[config.mk]
export PLATFORM = sky130hd
export DESIGN_NAME = axi4l_cfg_seq
export DESIGN_NICKNAME = d
export VERILOG_FILES = /design/src/rtl/axi4l_pkg.sv /design/src/rtl/axi4l_cfg_seq.sv
export SDC_FILE = /design/constraint.sdc
export NUM_CORES = 1
export LEC_CHECK = 0
export ABC_CLOCK_PERIOD_IN_PS = 3100
export CORE_UTILIZATION = 47
export DETAILED_ROUTE_END_ITERATION = 10
export PLACE_DENSITY_LB_ADDON = 0.25
export SYNTH_ARGS = -nofsm -noshare
export SYNTH_HDL_FRONTEND = slang
export SYNTH_SLANG_ARGS = --single-unit
[constraint.sdc]
create_clock -name aclk -period 3.1 [get_ports aclk]
set_input_delay 0.31 -clock aclk [delete_from_list [all_inputs] [get_ports aclk]]
set_output_delay 0.31 -clock aclk [all_outputs]
set_load 0.1 [all_outputs]
[src/rtl/axi4l_pkg.sv]
// Shared AXI4-Lite types for the configuration sequencer: response codes,
// sequencer states and the error code reported on the status port.
package axi4l_pkg;

  typedef enum logic [1:0] {
    RESP_OKAY   = 2'b00,
    RESP_EXOKAY = 2'b01,
    RESP_SLVERR = 2'b10,
    RESP_DECERR = 2'b11
  } resp_t;

  typedef enum logic [2:0] {
    ST_IDLE,
    ST_FETCH,
    ST_LOAD,
    ST_ISSUE,
    ST_RESP,
    ST_DRAIN
  } cfg_seq_state_t;

  typedef enum logic [1:0] {
    ERR_NONE    = 2'b00,
    ERR_SLVERR  = 2'b01,
    ERR_DECERR  = 2'b10,
    ERR_TIMEOUT = 2'b11
  } cfg_err_t;

  function automatic cfg_err_t resp_to_err(input resp_t resp);
    case (resp)
      RESP_SLVERR: return ERR_SLVERR;
      RESP_DECERR: return ERR_DECERR;
      default:     return ERR_NONE;
    endcase
  endfunction

endpackage

[src/rtl/axi4l_cfg_seq.sv]
// AXI4-Lite master that replays an {addr, data} table from a 1-cycle-latency
// memory as single-beat writes, stopping on the first error or timeout.
module axi4l_cfg_seq
  import axi4l_pkg::*;
#(
  parameter int C_ADDR_WIDTH     = 12,
  parameter int C_DATA_WIDTH     = 32,
  parameter int C_TBL_DEPTH_LOG2 = 8,
  parameter int C_TIMEOUT        = 256
) (
  input  logic                                 aclk,
  input  logic                                 areset,
  input  logic                                 start,
  input  logic [C_TBL_DEPTH_LOG2:0]            num_entries,
  output logic                                 busy,
  output logic                                 done,
  output logic                                 err,
  output logic [1:0]                           err_code,
  output logic [C_TBL_DEPTH_LOG2-1:0]          err_index,
  output logic                                 tbl_en,
  output logic [C_TBL_DEPTH_LOG2-1:0]          tbl_addr,
  input  logic [C_ADDR_WIDTH+C_DATA_WIDTH-1:0] tbl_rdata,
  output logic [C_ADDR_WIDTH-1:0]              m_axi_awaddr,
  output logic [2:0]                           m_axi_awprot,
  output logic                                 m_axi_awvalid,
  input  logic                                 m_axi_awready,
  output logic [C_DATA_WIDTH-1:0]              m_axi_wdata,
  output logic [C_DATA_WIDTH/8-1:0]            m_axi_wstrb,
  output logic                                 m_axi_wvalid,
  input  logic                                 m_axi_wready,
  input  logic [1:0]                           m_axi_bresp,
  input  logic                                 m_axi_bvalid,
  output logic                                 m_axi_bready
);

  localparam int IW = C_TBL_DEPTH_LOG2;
  localparam int TW = $clog2(C_TIMEOUT);
  localparam logic [TW-1:0] TMO_LAST = TW'(C_TIMEOUT - 1);

  cfg_seq_state_t            state, state_n;
  logic                      busy_n, done_n, err_n;
  cfg_err_t                  code, code_n;
  logic [IW-1:0]             err_index_n;
  logic                      tbl_en_n;
  logic [IW-1:0]             tbl_addr_n;
  logic [C_ADDR_WIDTH-1:0]   awaddr_n;
  logic [C_DATA_WIDTH-1:0]   wdata_n;
  logic                      awvalid_n, wvalid_n, bready_n;
  logic [IW-1:0]             idx, idx_n;
  logic [IW:0]               count, count_n;
  logic [TW-1:0]             tmo, tmo_n;

  logic aw_hs, w_hs, b_hs, tmo_hit, last;

  assign m_axi_awprot = 3'b000;
  assign m_axi_wstrb  = '1;
  assign err_code     = code;

  always_comb begin
    state_n     = state;
    busy_n      = busy;
    done_n      = done;
    err_n       = err;
    code_n      = code;
    err_index_n = err_index;
    tbl_en_n    = 1'b0;
    tbl_addr_n  = tbl_addr;
    awaddr_n    = m_axi_awaddr;
    wdata_n     = m_axi_wdata;
    awvalid_n   = m_axi_awvalid;
    wvalid_n    = m_axi_wvalid;
    bready_n    = m_axi_bready;
    idx_n       = idx;
    count_n     = count;
    tmo_n       = tmo;

    aw_hs   = m_axi_awvalid && m_axi_awready;
    w_hs    = m_axi_wvalid && m_axi_wready;
    b_hs    = m_axi_bvalid && m_axi_bready;
    tmo_hit = (tmo == TMO_LAST);
    last    = (({1'b0, idx} + (IW+1)'(1)) == count);

    case (state)
      ST_IDLE: begin
        // busy is only high in IDLE on the cycle after an empty-table start
        if (busy) begin
          busy_n = 1'b0;
          done_n = 1'b1;
        end else if (start) begin
          busy_n  = 1'b1;
          done_n  = 1'b0;
          err_n   = 1'b0;
          code_n  = ERR_NONE;
          count_n = num_entries;
          idx_n   = '0;
          if (num_entries != '0) begin
            state_n    = ST_FETCH;
            tbl_en_n   = 1'b1;
            tbl_addr_n = '0;
          end
        end
      end

      ST_FETCH: state_n = ST_LOAD;

      ST_LOAD: begin
        awaddr_n  = tbl_rdata[C_ADDR_WIDTH+C_DATA_WIDTH-1:C_DATA_WIDTH];
        wdata_n   = tbl_rdata[C_DATA_WIDTH-1:0];
        awvalid_n = 1'b1;
        wvalid_n  = 1'b1;
        tmo_n     = '0;
        state_n   = ST_ISSUE;
      end

      ST_ISSUE: begin
        if (aw_hs) awvalid_n = 1'b0;
        if (w_hs)  wvalid_n  = 1'b0;
        tmo_n = tmo + TW'(1);
        if (tmo_hit) begin
          err_n       = 1'b1;
          code_n      = ERR_TIMEOUT;
          err_index_n = idx;
          bready_n    = 1'b1;
          state_n     = ST_DRAIN;
        end else if (!awvalid_n && !wvalid_n) begin
          bready_n = 1'b1;
          state_n  = ST_RESP;
        end
      end

      ST_RESP: begin
        tmo_n = tmo + TW'(1);
        if (b_hs) begin
          bready_n = 1'b0;
          if (m_axi_bresp[1]) begin
            err_n       = 1'b1;
            code_n      = resp_to_err(resp_t'(m_axi_bresp));
            err_index_n = idx;
            done_n      = 1'b1;
            busy_n      = 1'b0;
            state_n     = ST_IDLE;
          end else if (last) begin
            idx_n   = idx + IW'(1);
            done_n  = 1'b1;
            busy_n  = 1'b0;
            state_n = ST_IDLE;
          end else begin
            idx_n      = idx + IW'(1);
            tbl_en_n   = 1'b1;
            tbl_addr_n = idx + IW'(1);
            state_n    = ST_FETCH;
          end
        end else if (tmo_hit) begin
          err_n       = 1'b1;
          code_n      = ERR_TIMEOUT;
          err_index_n = idx;
          state_n     = ST_DRAIN;
        end
      end

      ST_DRAIN: begin
        // outstanding handshakes must still complete before we can report done
        if (aw_hs) awvalid_n = 1'b0;
        if (w_hs)  wvalid_n  = 1'b0;
        if (b_hs)  bready_n  = 1'b0;
        if (!awvalid_n && !wvalid_n && !bready_n) begin
          done_n  = 1'b1;
          busy_n  = 1'b0;
          state_n = ST_IDLE;
        end
      end

      default: state_n = ST_IDLE;
    endcase
  end

  always_ff @(posedge aclk or posedge areset) begin
    if (areset) begin
      state         <= ST_IDLE;
      busy          <= 1'b0;
      done          <= 1'b0;
      err           <= 1'b0;
      code          <= ERR_NONE;
      err_index     <= '0;
      tbl_en        <= 1'b0;
      tbl_addr      <= '0;
      m_axi_awaddr  <= '0;
      m_axi_wdata   <= '0;
      m_axi_awvalid <= 1'b0;
      m_axi_wvalid  <= 1'b0;
      m_axi_bready  <= 1'b0;
      idx           <= '0;
      count         <= '0;
      tmo           <= '0;
    end else begin
      state         <= state_n;
      busy          <= busy_n;
      done          <= done_n;
      err           <= err_n;
      code          <= code_n;
      err_index     <= err_index_n;
      tbl_en        <= tbl_en_n;
      tbl_addr      <= tbl_addr_n;
      m_axi_awaddr  <= awaddr_n;
      m_axi_wdata   <= wdata_n;
      m_axi_awvalid <= awvalid_n;
      m_axi_wvalid  <= wvalid_n;
      m_axi_bready  <= bready_n;
      idx           <= idx_n;
      count         <= count_n;
      tmo           <= tmo_n;
    end
  end

endmodule

# --- Word level (Yosys, flattened, before mapping) ---
# Cells that the tools add are included.
totals:
  ff_bits: 97
  inputBits: 61
  elab_cells: 145
classes:
  addsub: 3
  eq_ne: 21
  mux: 74
  n_bitwise: 1
  n_reduce_logical: 30
op_table:
  columns: ["operator", "count"]
  rows:
  - ["8-bit 2-to-1 mux", 13]
  - ["8-bit case mux with 2 select lines", 4]
  - ["1-bit 2-to-1 mux", 34]
  - ["3-bit 2-to-1 mux", 8]
  - ["1-bit case mux with 3 select lines", 6]
  - ["3-bit case mux with 6 select lines", 1]
  - ["8-bit by 1-bit adder with 8-bit output, second input constant", 2]
  - ["3-bit != test, second input constant", 5]
  - ["2-bit != test, second input constant", 7]
  - ["3-bit nonzero test", 4]
  - ["2-bit 2-to-1 mux", 5]
  - ["5-bit AND reduction", 2]
  - ["8-bit by 1-bit adder with 9-bit output, second input constant", 1]
  - ["9-bit == test", 1]
  - ["9-bit nonzero test", 1]
  - ["8-bit == test, second input constant", 1]
  - ["4-bit AND reduction", 2]
  - ["7-bit AND reduction", 1]
  - ["3-bit by 2-bit == test with 1-bit output, second input constant", 2]
  - ["3-bit == test, second input constant", 2]
  - ["1-bit logical AND", 6]
  - ["2-bit case mux with 3 select lines", 1]
  - ["6-bit AND reduction", 1]
  - ["2-bit nonzero test", 3]
  - ["other kinds (10)", 16]

# --- Logic depth before layout (Yosys ltp) ---
# Gate-level depths: netlist of run 1.
logic_depth:
  ltp_word: 8
  ltp_mapped: 9

# --- Worst setup path after synthesis of run 1 ---
# Ideal clock, no wire load.
synth_timing:
  kind: "register to register"
  start: "register m_axi_bready"
  end: "register state[0]"
  arrival_ps: 2203
  required_ps: 2980
  slack_ps: 777
  stages_incl_launch_ff: 7
  path_buffers: 0
  period_less_slack_ps: 2323
  path_cell_list: "dfrtp_1 nand2_1 nand2_1 o21ai_0 a21oi_1 o221ai_1 a31o_2"
synth_via:
  elab_chain_cells: 7
  word_cells_on_any_way: 10
  cone_classes: "2 x eq/ne; 4 x mux; 4 x reduce/logical"
synth_rtl:
  columns: ["element", "line_no", "rtl"]
  rows:
  - ["from (decl)", "axi4l_cfg_seq.sv:33", "output logic m_axi_bready"]
  - ["from (signal assigned)", "axi4l_cfg_seq.sv:208", "m_axi_bready <= bready_n;"]
  - ["1-bit logical AND", "axi4l_cfg_seq.sv:79", "b_hs = m_axi_bvalid && m_axi_bready;"]
  - ["1-bit 2-to-1 mux", null, null]
  - ["1-bit 2-to-1 mux", "axi4l_cfg_seq.sv:83", "case (state)"]
  - ["1-bit zero test", "axi4l_cfg_seq.sv:166", "if (!awvalid_n && !wvalid_n && !bready_n) begin"]
  - ["1-bit logical AND", "axi4l_cfg_seq.sv:166", null]
  - ["2-bit != test (no source line)", null, null]
  - ["6-bit AND reduction (no source line)", null, null]
  - ["to (signal assigned)", "axi4l_cfg_seq.sv:196", "state <= state_n;"]
  - ["to (decl)", "axi4l_cfg_seq.sv:40", "cfg_seq_state_t state, state_n;"]
# Several ways; a longest one is shown, not always the timed one. The select of a mux whose other input is x is not followed.
# A chain may end at the register's enable or synchronous reset.

# --- Worst setup path in the final report of run 1 ---
layout_timing:
  start: "register idx[0]"
  end: "register tbl_addr[3]"
layout_via:
  elab_chain_cells: 5
  word_cells_on_any_way: 9
  cone_classes: "2 x add/sub; 2 x eq/ne; 4 x mux; 1 x reduce/logical"
layout_rtl:
  columns: ["element", "line_no", "rtl"]
  rows:
  - ["from (decl)", "axi4l_cfg_seq.sv:49", "logic [IW-1:0] idx, idx_n;"]
  - ["from (signal assigned)", "axi4l_cfg_seq.sv:209", "idx <= idx_n;"]
  - ["parallel branches: the longest is 5 deep, another holds 8-bit by 1-bit adder with 9-bit output", null, null]
  - ["to (signal assigned)", "axi4l_cfg_seq.sv:203", "tbl_addr <= tbl_addr_n;"]
  - ["to (decl)", "axi4l_cfg_seq.sv:21", "output logic [C_TBL_DEPTH_LOG2-1:0] tbl_addr,"]
# Several ways; the timed one is not identified. The select of a mux whose other input is x is not followed.

==> impl_metrics.ini, run 1 <==
[die]
row_count = 35
die-area_sq_um = 9860
chipWidth_um = 99.3
die_h_um = 99.3
io_pins = 137
start_util_pct = 48.4
core_area_sq_um = 9200

[hold_path]
worst_hold_path_type = primary input to async pin

[setup_path]
reg2reg_slack_ns = 0.71
cp.required_ns = 3.38
r2r_start = idx[0]
crit_path_end_kind = register
crit_arrival_ns = 2.67
cp_max_fo = 8
reg2reg_to = tbl_addr[3]
path_class = register to register
ff2ff_path_depth = 7
crit_path_start_kind = register

[layout]
final_cell_mix = 123 x clkdlybuf4s50_1, 97 x dfrtp_1, 61 x mux2_2
final_common_cell = clkdlybuf4s50_1
stdcell_count = 623
fillerInstances = 730
area_growth_pct = 34.4
num-nets-final = 570
drive_gt1_share_pct = 18.6
multi_input_area_sq_um = 1880
design_area_sq_um = 5980
seqCellArea_sq_um = 2430
diodes = 0

[placement]
pre_cts_slack_ns = 0.682
dp.cells = 607
routabilityCongestion = 0.854
placed_area_sq_um = 5810
hpwl_mm = 7.23
port_buffers = 129

[detailed_routing]
drtIter0Drc = 155
avgRoutedWirePerCell_um = 16.0
wirelength_mm = 9.96
vias = 3416
via_per_inst = 5.48
drc = 0
dr.pass1.iters = 4
ant_nets = 0

[synthesis]
synth.cell_area_sq_um = 4450
seq_area_frac_synth_pct = 54.6
avgSynthCellArea_sq_um = 11.6
synthArstFlopShare_pct = 100
ys_warn_count = 0
synth_edf_count = 0
synth_ff_type = dfrtp_1
synthCells = 382
synth_seq_cells = 97
ys_types = 50

[clock_network]
cts-hold-fix-buffers = 0
clock_sinks = 97
cts_tree = yes
post_cts_buffers = 0
clk_path_buf_depth = 2
cts_resized = 0
clk_latency_ns = 0.36
ctsRootBufferMaster = clkbuf_8
cts.clk_slew.worst_paths_ns = 0.10
numCtsBuffers = 9
htreeDepth = 3

[global_routing]
grt_max_degree = 68
grt_usage_pct = 21.9
grt_pass1_wl_mm = 17.0
grt_pass1_vias = 3488
antenna_found_initial = 0
grt_overflow = 0

[status]
status = finished clean

[timing]
fmax_ghz = 0.419
finalSetupViolations = 0
hold_viol_final = 0
layout_setup_ws_ns = 0.711
rsz0062_at_grt = no
max_slew.worst_pin.slew_ns = 1.02
slew_headroom_pct = 31.5
fin_crit_sh_pct = 77.1
slew_violations = 0
final.setup_skew_ns = 0.00739
setup_tns_ns = 0
min_period_ns = 2.39

[run]
max-cap-violations = 0
-- area by class of cell --
type	count	area share, %
Multi-Input combinational cell	257	31.4
Sequential cell	97	40.6
Timing Repair Buffer	133	22.3
Tap cell	111	2.32
Clock buffer	10	2.13
Clock inverter	6	0.711
Inverter	9	0.586
-- cells by family (layout without fill, tap and decap cells) --
| kind of cell | Yosys count | in the layout | synth area share (%) |
|---|---|---|---|
| compound gates | 75 | 75 | 10.8 |
| simple gates | 92 | 92 | 10.0 |
| flops | 97 | 97 | 54.6 |
| fa+ha+maj | 2 | 2 | 0.562 |
| xor+xnor | 16 | 16 | 3.77 |
| other cells | 2 | 7 | 0.169 |
| buf+inv | 33 | 158 | 3.80 |
| mux | 65 | 65 | 16.3 |
-- through the flow --
step / hold slack [ns] / util [%]
finish: 0.294 / 65.0
global route: 0.350 / 65.0
CTS: 0.303 / 65.0
detailed placement: 0.473 / 63.2
global placement: 0.455 / 63.2
floorplan: 0.396 / -
-- synth_stat cells, types with 2 or more instances --
cell type | count | area (sq um)
o21ai_0 | 29 | 145
nor4_1 | 2 | 12.5
nor2_1 | 26 | 97.6
inv_1 | 9 | 33.8
conb_1 | 2 | 7.51
nand4_1 | 4 | 25.0
xnor2_1 | 8 | 70.1
a31oi_1 | 3 | 18.8
xnor3_1 | 2 | 45.0
buf_4 | 8 | 60.1
nor3_1 | 4 | 20.0
or3_1 | 2 | 12.5
a21oi_1 | 13 | 65.1
clkbuf_1 | 9 | 33.8
nand2_1 | 27 | 101
nand3_1 | 8 | 40.0
dfrtp_1 | 97 | 2430
ha_1 | 2 | 25.0
xor2_1 | 6 | 52.6
o31ai_1 | 5 | 37.5
a211oi_1 | 2 | 15.0
or2_2 | 2 | 12.5
o2bb2ai_1 | 8 | 70.1
buf_2 | 6 | 30.0
and3_1 | 9 | 56.3
mux2_2 | 61 | 687
nor2b_1 | 2 | 12.5
mux2i_1 | 4 | 40.0
-- metal layers --
metal	track usage [%]	routed length (um)	vias to the layer above
li1	-	-	1598
met1	29.0	4350	1676
met2	33.4	4550	126
met3	7.73	891	16
met4	7.92	170	0
met5	0	0	-
-- registers in the layout, summed over array words and instances (netlist names), 2 cells and up --
| register | flops |
|---|---|
| tmo | 8 |
| err_index | 8 |
| m_axi_wdata | 32 |
| err_code | 2 |
| state | 3 |
| m_axi_awaddr | 12 |
| idx | 8 |
| count | 9 |
| tbl_addr | 8 |
-- worst max-delay path: stages, from the launching register on --
cell and delay [ns]:
dfrtp_1 0.52, ha_1 0.33, and3_1 0.31, xnor3_1 0.23
and2_0 0.16, and4b_1 0.25, nand3b_2 0.32, o2bb2ai_1 0.19
-- how the worst max path moves through the flow --
| stage | to | from | depth (start not counted) |
|---|---|---|---|
| floorplan | busy | areset | 1 |
| global placement | tbl_addr[0] | num_entries[4] | 7 |
| detailed placement | tbl_addr[7] | num_entries[4] | 7 |
| CTS | tbl_addr[3] | idx[0] | 7 |
| global route | tbl_addr[1] | idx[0] | 7 |
| finish | tbl_addr[3] | idx[0] | 7 |
Power of run 1 is left out: the tool's default activity adds up to more than one toggle a clock period on the data nets, which glitch-free logic cannot reach.
==> inputs of run 2 (changes only) <==
--- a/config.mk
+++ b/config.mk
@@ -5,7 +5,7 @@
 export SDC_FILE = /design/constraint.sdc
 export NUM_CORES = 1
 export LEC_CHECK = 0
-export ABC_CLOCK_PERIOD_IN_PS = 3100
+export ABC_CLOCK_PERIOD_IN_PS = 2200
 export CORE_UTILIZATION = 47
 export DETAILED_ROUTE_END_ITERATION = 10
 export PLACE_DENSITY_LB_ADDON = 0.25
==> constraint.sdc (replaced) <==
create_clock -name aclk -period 2.2 [get_ports aclk]
set_input_delay 0.22 -clock aclk [delete_from_list [all_inputs] [get_ports aclk]]
set_output_delay 0.22 -clock aclk [all_outputs]
set_load 0.1 [all_outputs]
==> run 2 against run 1 <==
Die area is the same; wire length increased by 2.4%; core utilization rose by 0.82 points; via count is 1.4% higher.
==> impl_metrics.ini, run 2 (synthesized netlist as in run 1, its figures left out) <==
[status]
status = finished clean

[detailed_routing]
wirelength_mm = 10.2
dr.pass1.iters = 4
vias = 3465
ant_nets = 0
avgRoutedWirePerCell_um = 15.8
via_per_inst = 5.38
drtIter0Drc = 134
drc = 0

[timing]
slew_headroom_pct = 64.4
slew_violations = 0
min_period_ns = 2.09
fin_crit_sh_pct = 95.0
rsz0062_at_grt = no
layout_setup_ws_ns = 0.109
hold_viol_final = 0
max_slew.worst_pin.slew_ns = 0.532
final.setup_skew_ns = 0.0102
finalSetupViolations = 0
fmax_ghz = 0.478

[layout]
largestRegisters = m_axi_wdata x32, m_axi_awaddr x12, count x9
drive_gt1_share_pct = 34.5
diodes = 0
stdcell_count = 644
num-nets-final = 591
final_cell_mix = 95 x dfrtp_1, 90 x buf_4, 61 x mux2_2
fillerInstances = 722
area_growth_pct = 36.1
largest_reg_flops = 32
regMostFlops = m_axi_wdata
final_common_cell = dfrtp_1

[placement]
port_buffers = 129
hpwl_mm = 7.65
dp.cells = 628
routabilityCongestion = 0.898
pre_cts_slack_ns = -0.00677

[global_routing]
grt_usage_pct = 21.8
grt_max_degree = 45
grt_pass1_vias = 3552
antenna_found_initial = 0
grt_overflow = 0
grt_pass1_wl_mm = 16.9

[clock_network]
cts.clk_slew.worst_paths_ns = 0.10
clock_sinks = 97
cts_tree = yes
post_cts_buffers = 0
ctsRootBufferMaster = clkbuf_8
clk_latency_ns = 0.36
clk_path_buf_depth = 2
numCtsBuffers = 9
htreeDepth = 3

[hold_path]
worst_hold_path_type = primary input to async pin

[setup_path]
crit_arrival_ns = 2.33
cp_max_fo = 9
path_class = register to register
crit_path_end_kind = register
crit_path_start_kind = register
cp.required_ns = 2.44

[die]
core_area_sq_um = 9200
io_pins = 137
start_util_pct = 48.4
row_count = 35
die-area_sq_um = 9860
die_h_um = 99.3
chipWidth_um = 99.3

[run]
max-cap-violations = 0
-- run 2: changes by cell type in the layout (fill, tap and decap cells not counted), moves of 2 or more --
cell and change:
clkinv_2 -2, buf_12 +2, clkdlybuf4s50_1 -63, dfrtp_2 +2
dfrtp_1 -2, buf_4 +82
-- run 2: final cells by class --
class | count | area (sq um) | area share (%)
multi-input combinational | 257 | 1890 | 31.3
inverter | 9 | 37.5 | 0.620
sequential | 97 | 2430 | 40.1
clock inverter | 5 | 60.1 | 0.992
clock buffer | 11 | 141 | 2.33
tap | 111 | 139 | 2.29
timing repair buffer | 154 | 1360 | 22.4
-- run 2: worst max-delay path, stage by stage (launching register included) --
cell,delay (ns)
dfrtp_2,0.45
ha_2,0.22
and3_2,0.26
and4_1,0.20
o211ai_1,0.16
and4b_1,0.26
a21o_2,0.29
o2bb2ai_1,0.14
-- run 2: per-stage QoR --
stage | TNS (ns) | hold slack, ns | instance area, sq um | util (%)
floorplan | 0 | 0.306 | 4470 | -
global placement | 0 | 0.452 | 5840 | 63.5
detailed placement | -0.00677 | 0.458 | 5840 | 63.5
CTS | 0 | 0.244 | 6040 | 65.7
global route | 0 | 0.290 | 6060 | 65.9
finish | 0 | 0.238 | 6060 | 65.9
-- run 2: metal layers --
layer  part of all wire, %  GRT usage (%)  up-vias
met4                   2.0           8.60        0
met3                   7.2           6.25       15
met2                    46           34.0      130
li1                      -              -     1648
met5                     0              0        -
met1                    45           28.8     1672
-- run 2: what timing repair did --
item | 4_1_cts | 5_1_grt
hold endpoints to repair | 0 | 0
hold buffers | 0 | 0
setup endpoints to repair | 3 | 11
gates resized for setup | 1 | 4
cloned | 0 | 0
-- run 2: worst paths after layout --
kind | start | slack (ns) | end | depth (start not counted)
setup / recovery | idx[1] | 0.11 | tbl_addr[7] | 7
hold reg to reg | tmo[7] | 0.47 | tmo[7] | 1
max in group asynchronous | areset | 1.36 | idx[1] | 3
setup reg to reg | idx[1] | 0.11 | tbl_addr[7] | 7
hold / removal | areset | 0.24 | m_axi_wdata[10] | 2
min in group aclk | m_axi_bresp[0] | 0.46 | err_code[0] | 2
Power of run 2 is left out for the same reason.
==> inputs of run 3 (changes only) <==
--- a/config.mk
+++ b/config.mk
@@ -5,8 +5,9 @@
 export SDC_FILE = /design/constraint.sdc
 export NUM_CORES = 1
 export LEC_CHECK = 0
-export ABC_CLOCK_PERIOD_IN_PS = 2200
-export CORE_UTILIZATION = 47
+export ABC_CLOCK_PERIOD_IN_PS = 2600
+export CORE_UTILIZATION = 51
+export CTS_CLUSTER_SIZE = 20
 export DETAILED_ROUTE_END_ITERATION = 10
 export PLACE_DENSITY_LB_ADDON = 0.25
 export SYNTH_ARGS = -nofsm -noshare
==> constraint.sdc (replaced) <==
create_clock -name aclk -period 2.6 [get_ports aclk]
set_input_delay 0.26 -clock aclk [delete_from_list [all_inputs] [get_ports aclk]]
set_output_delay 0.26 -clock aclk [all_outputs]
set_load 0.1 [all_outputs]
==> run 3 against run 2 <==
Non-clock buffer count down 10; critical path type unchanged; worst setup slack better by 0.21 ns; global-route usage up 2.0 points; via count about the same; register-to-register slack better by 0.21 ns; clock skew up 0.0048 ns; fmax down 8.4%.
==> impl_metrics.ini, run 3 (synthesized netlist as in run 1, its figures left out) <==
[status]
status = finished clean

[timing]
final.setup_skew_ns = 0.0150
min_period_ns = 2.28
setup_tns_ns = 0
slew_violations = 0
max_slew.worst_pin.slew_ns = 0.540
fin_crit_sh_pct = 87.8
hold_viol_final = 0
finalSetupViolations = 0
fmax_ghz = 0.438
rsz0062_at_grt = no
slew_headroom_pct = 63.9

[layout]
num-nets-final = 581
largest_reg_flops = 32
fillerInstances = 631
diodes = 0
drive_gt1_share_pct = 32.4
final_cell_mix = 97 x dfrtp_1, 83 x buf_4, 61 x mux2_2
regMostFlops = m_axi_wdata
largestRegisters = m_axi_wdata x32, m_axi_awaddr x12, count x9
final_common_cell = dfrtp_1
area_growth_pct = 32.5

[run]
max-cap-violations = 0

[detailed_routing]
drtIter0Drc = 219
drc = 0
avgRoutedWirePerCell_um = 16.5
via_per_inst = 5.53
wirelength_mm = 10.4
dr.pass1.iters = 5
ant_nets = 0
vias = 3468

[clock_network]
numCtsBuffers = 9
cts-hold-fix-buffers = 0
ctsRootBufferMaster = clkbuf_8
htreeDepth = 3
cts_resized = 0
clk_latency_ns = 0.36
clock_sinks = 97
cts.clk_slew.worst_paths_ns = 0.09
post_cts_buffers = 0
cts_tree = yes
clk_path_buf_depth = 2

[setup_path]
crit_path_end_kind = register
cp_max_fo = 8
cp.required_ns = 2.88
crit_path_start_kind = register
crit_arrival_ns = 2.56
path_class = register to register

[die]
row_count = 33
io_pins = 137
core_area_sq_um = 8340
die_h_um = 95.4
chipWidth_um = 95.4
start_util_pct = 53.3
die-area_sq_um = 9100

[placement]
routabilityCongestion = 0.954
port_buffers = 129
hpwl_mm = 7.69

[hold_path]
worst_hold_path_type = primary input to async pin

[global_routing]
grt_use_met2_pct = 36.5
grt_max_degree = 54
use_met3_pct = 7.26
grt_pass1_vias = 3396
grt_pass1_wl_mm = 16.6
use_met1_pct = 31.2
grt_usage_pct = 23.8
grt_overflow = 0
antenna_found_initial = 0
gr-max-usage-layer = met2
run 3: cell types whose count changed in the layout (fill, tap and decap cells not counted), sizes merged:
cell | before | now
bufinv | 1 | 0
inv | 10 | 9
buf | 94 | 84
clkbuf | 11 | 10
clkinvlp | 2 | 4
run 3: worst paths after layout:
kind / start / endpoint / slack (ns) / cells past startpoint
setup / recovery: idx[0] / tbl_addr[0] / 0.32 / 7
hold / removal: areset / m_axi_wdata[30] / 0.23 / 2
setup reg to reg: idx[0] / tbl_addr[0] / 0.32 / 7
hold reg to reg: tmo[7] / tmo[7] / 0.47 / 1
max in group asynchronous: areset / m_axi_wdata[21] / 1.68 / 3
min in group aclk: tmo[7] / tmo[7] / 0.47 / 1
run 3: layout make-up:
cell class | count | area [sq um] | area share (%)
Tap cell | 105 | 131 | 2.23
Timing Repair Buffer | 144 | 1240 | 21.1
Clock inverter | 5 | 40.0 | 0.679
Inverter | 9 | 37.5 | 0.637
Sequential cell | 97 | 2430 | 41.2
Clock buffer | 10 | 138 | 2.33
Multi-Input combinational cell | 257 | 1880 | 31.9
run 3: stage by stage:
stage | utilization [%] | hold WS (ns) | std cells | cell area, sq um | worst slack (ns)
after floorplan | - | 0.346 | 387 | 4470 | 0.277
after global routing | 70.7 | 0.246 | 627 | 5900 | 0.160
after global placement | 68.6 | 0.451 | 612 | 5720 | 0.437
after CTS | 70.7 | 0.216 | 627 | 5900 | 0.321
after detailed placement | 68.6 | 0.464 | 612 | 5720 | 0.337
final | 70.7 | 0.226 | 627 | 5900 | 0.317
run 3: critical path: stages, from the launching register on:
cell and delay (ns):
dfrtp_1 0.51, ha_1 0.30, and3_1 0.29, xnor3_1 0.23, and2_0 0.15, and4b_1 0.24, nand3b_2 0.30, o2bb2ai_1 0.19
run 3: layer usage:
metal	routed length, um	vias up
met5	0	-
met4	294	0
li1	-	1613
met3	854	23
met2	4810	168
met1	4410	1664
Power of run 3 is left out for the same reason.
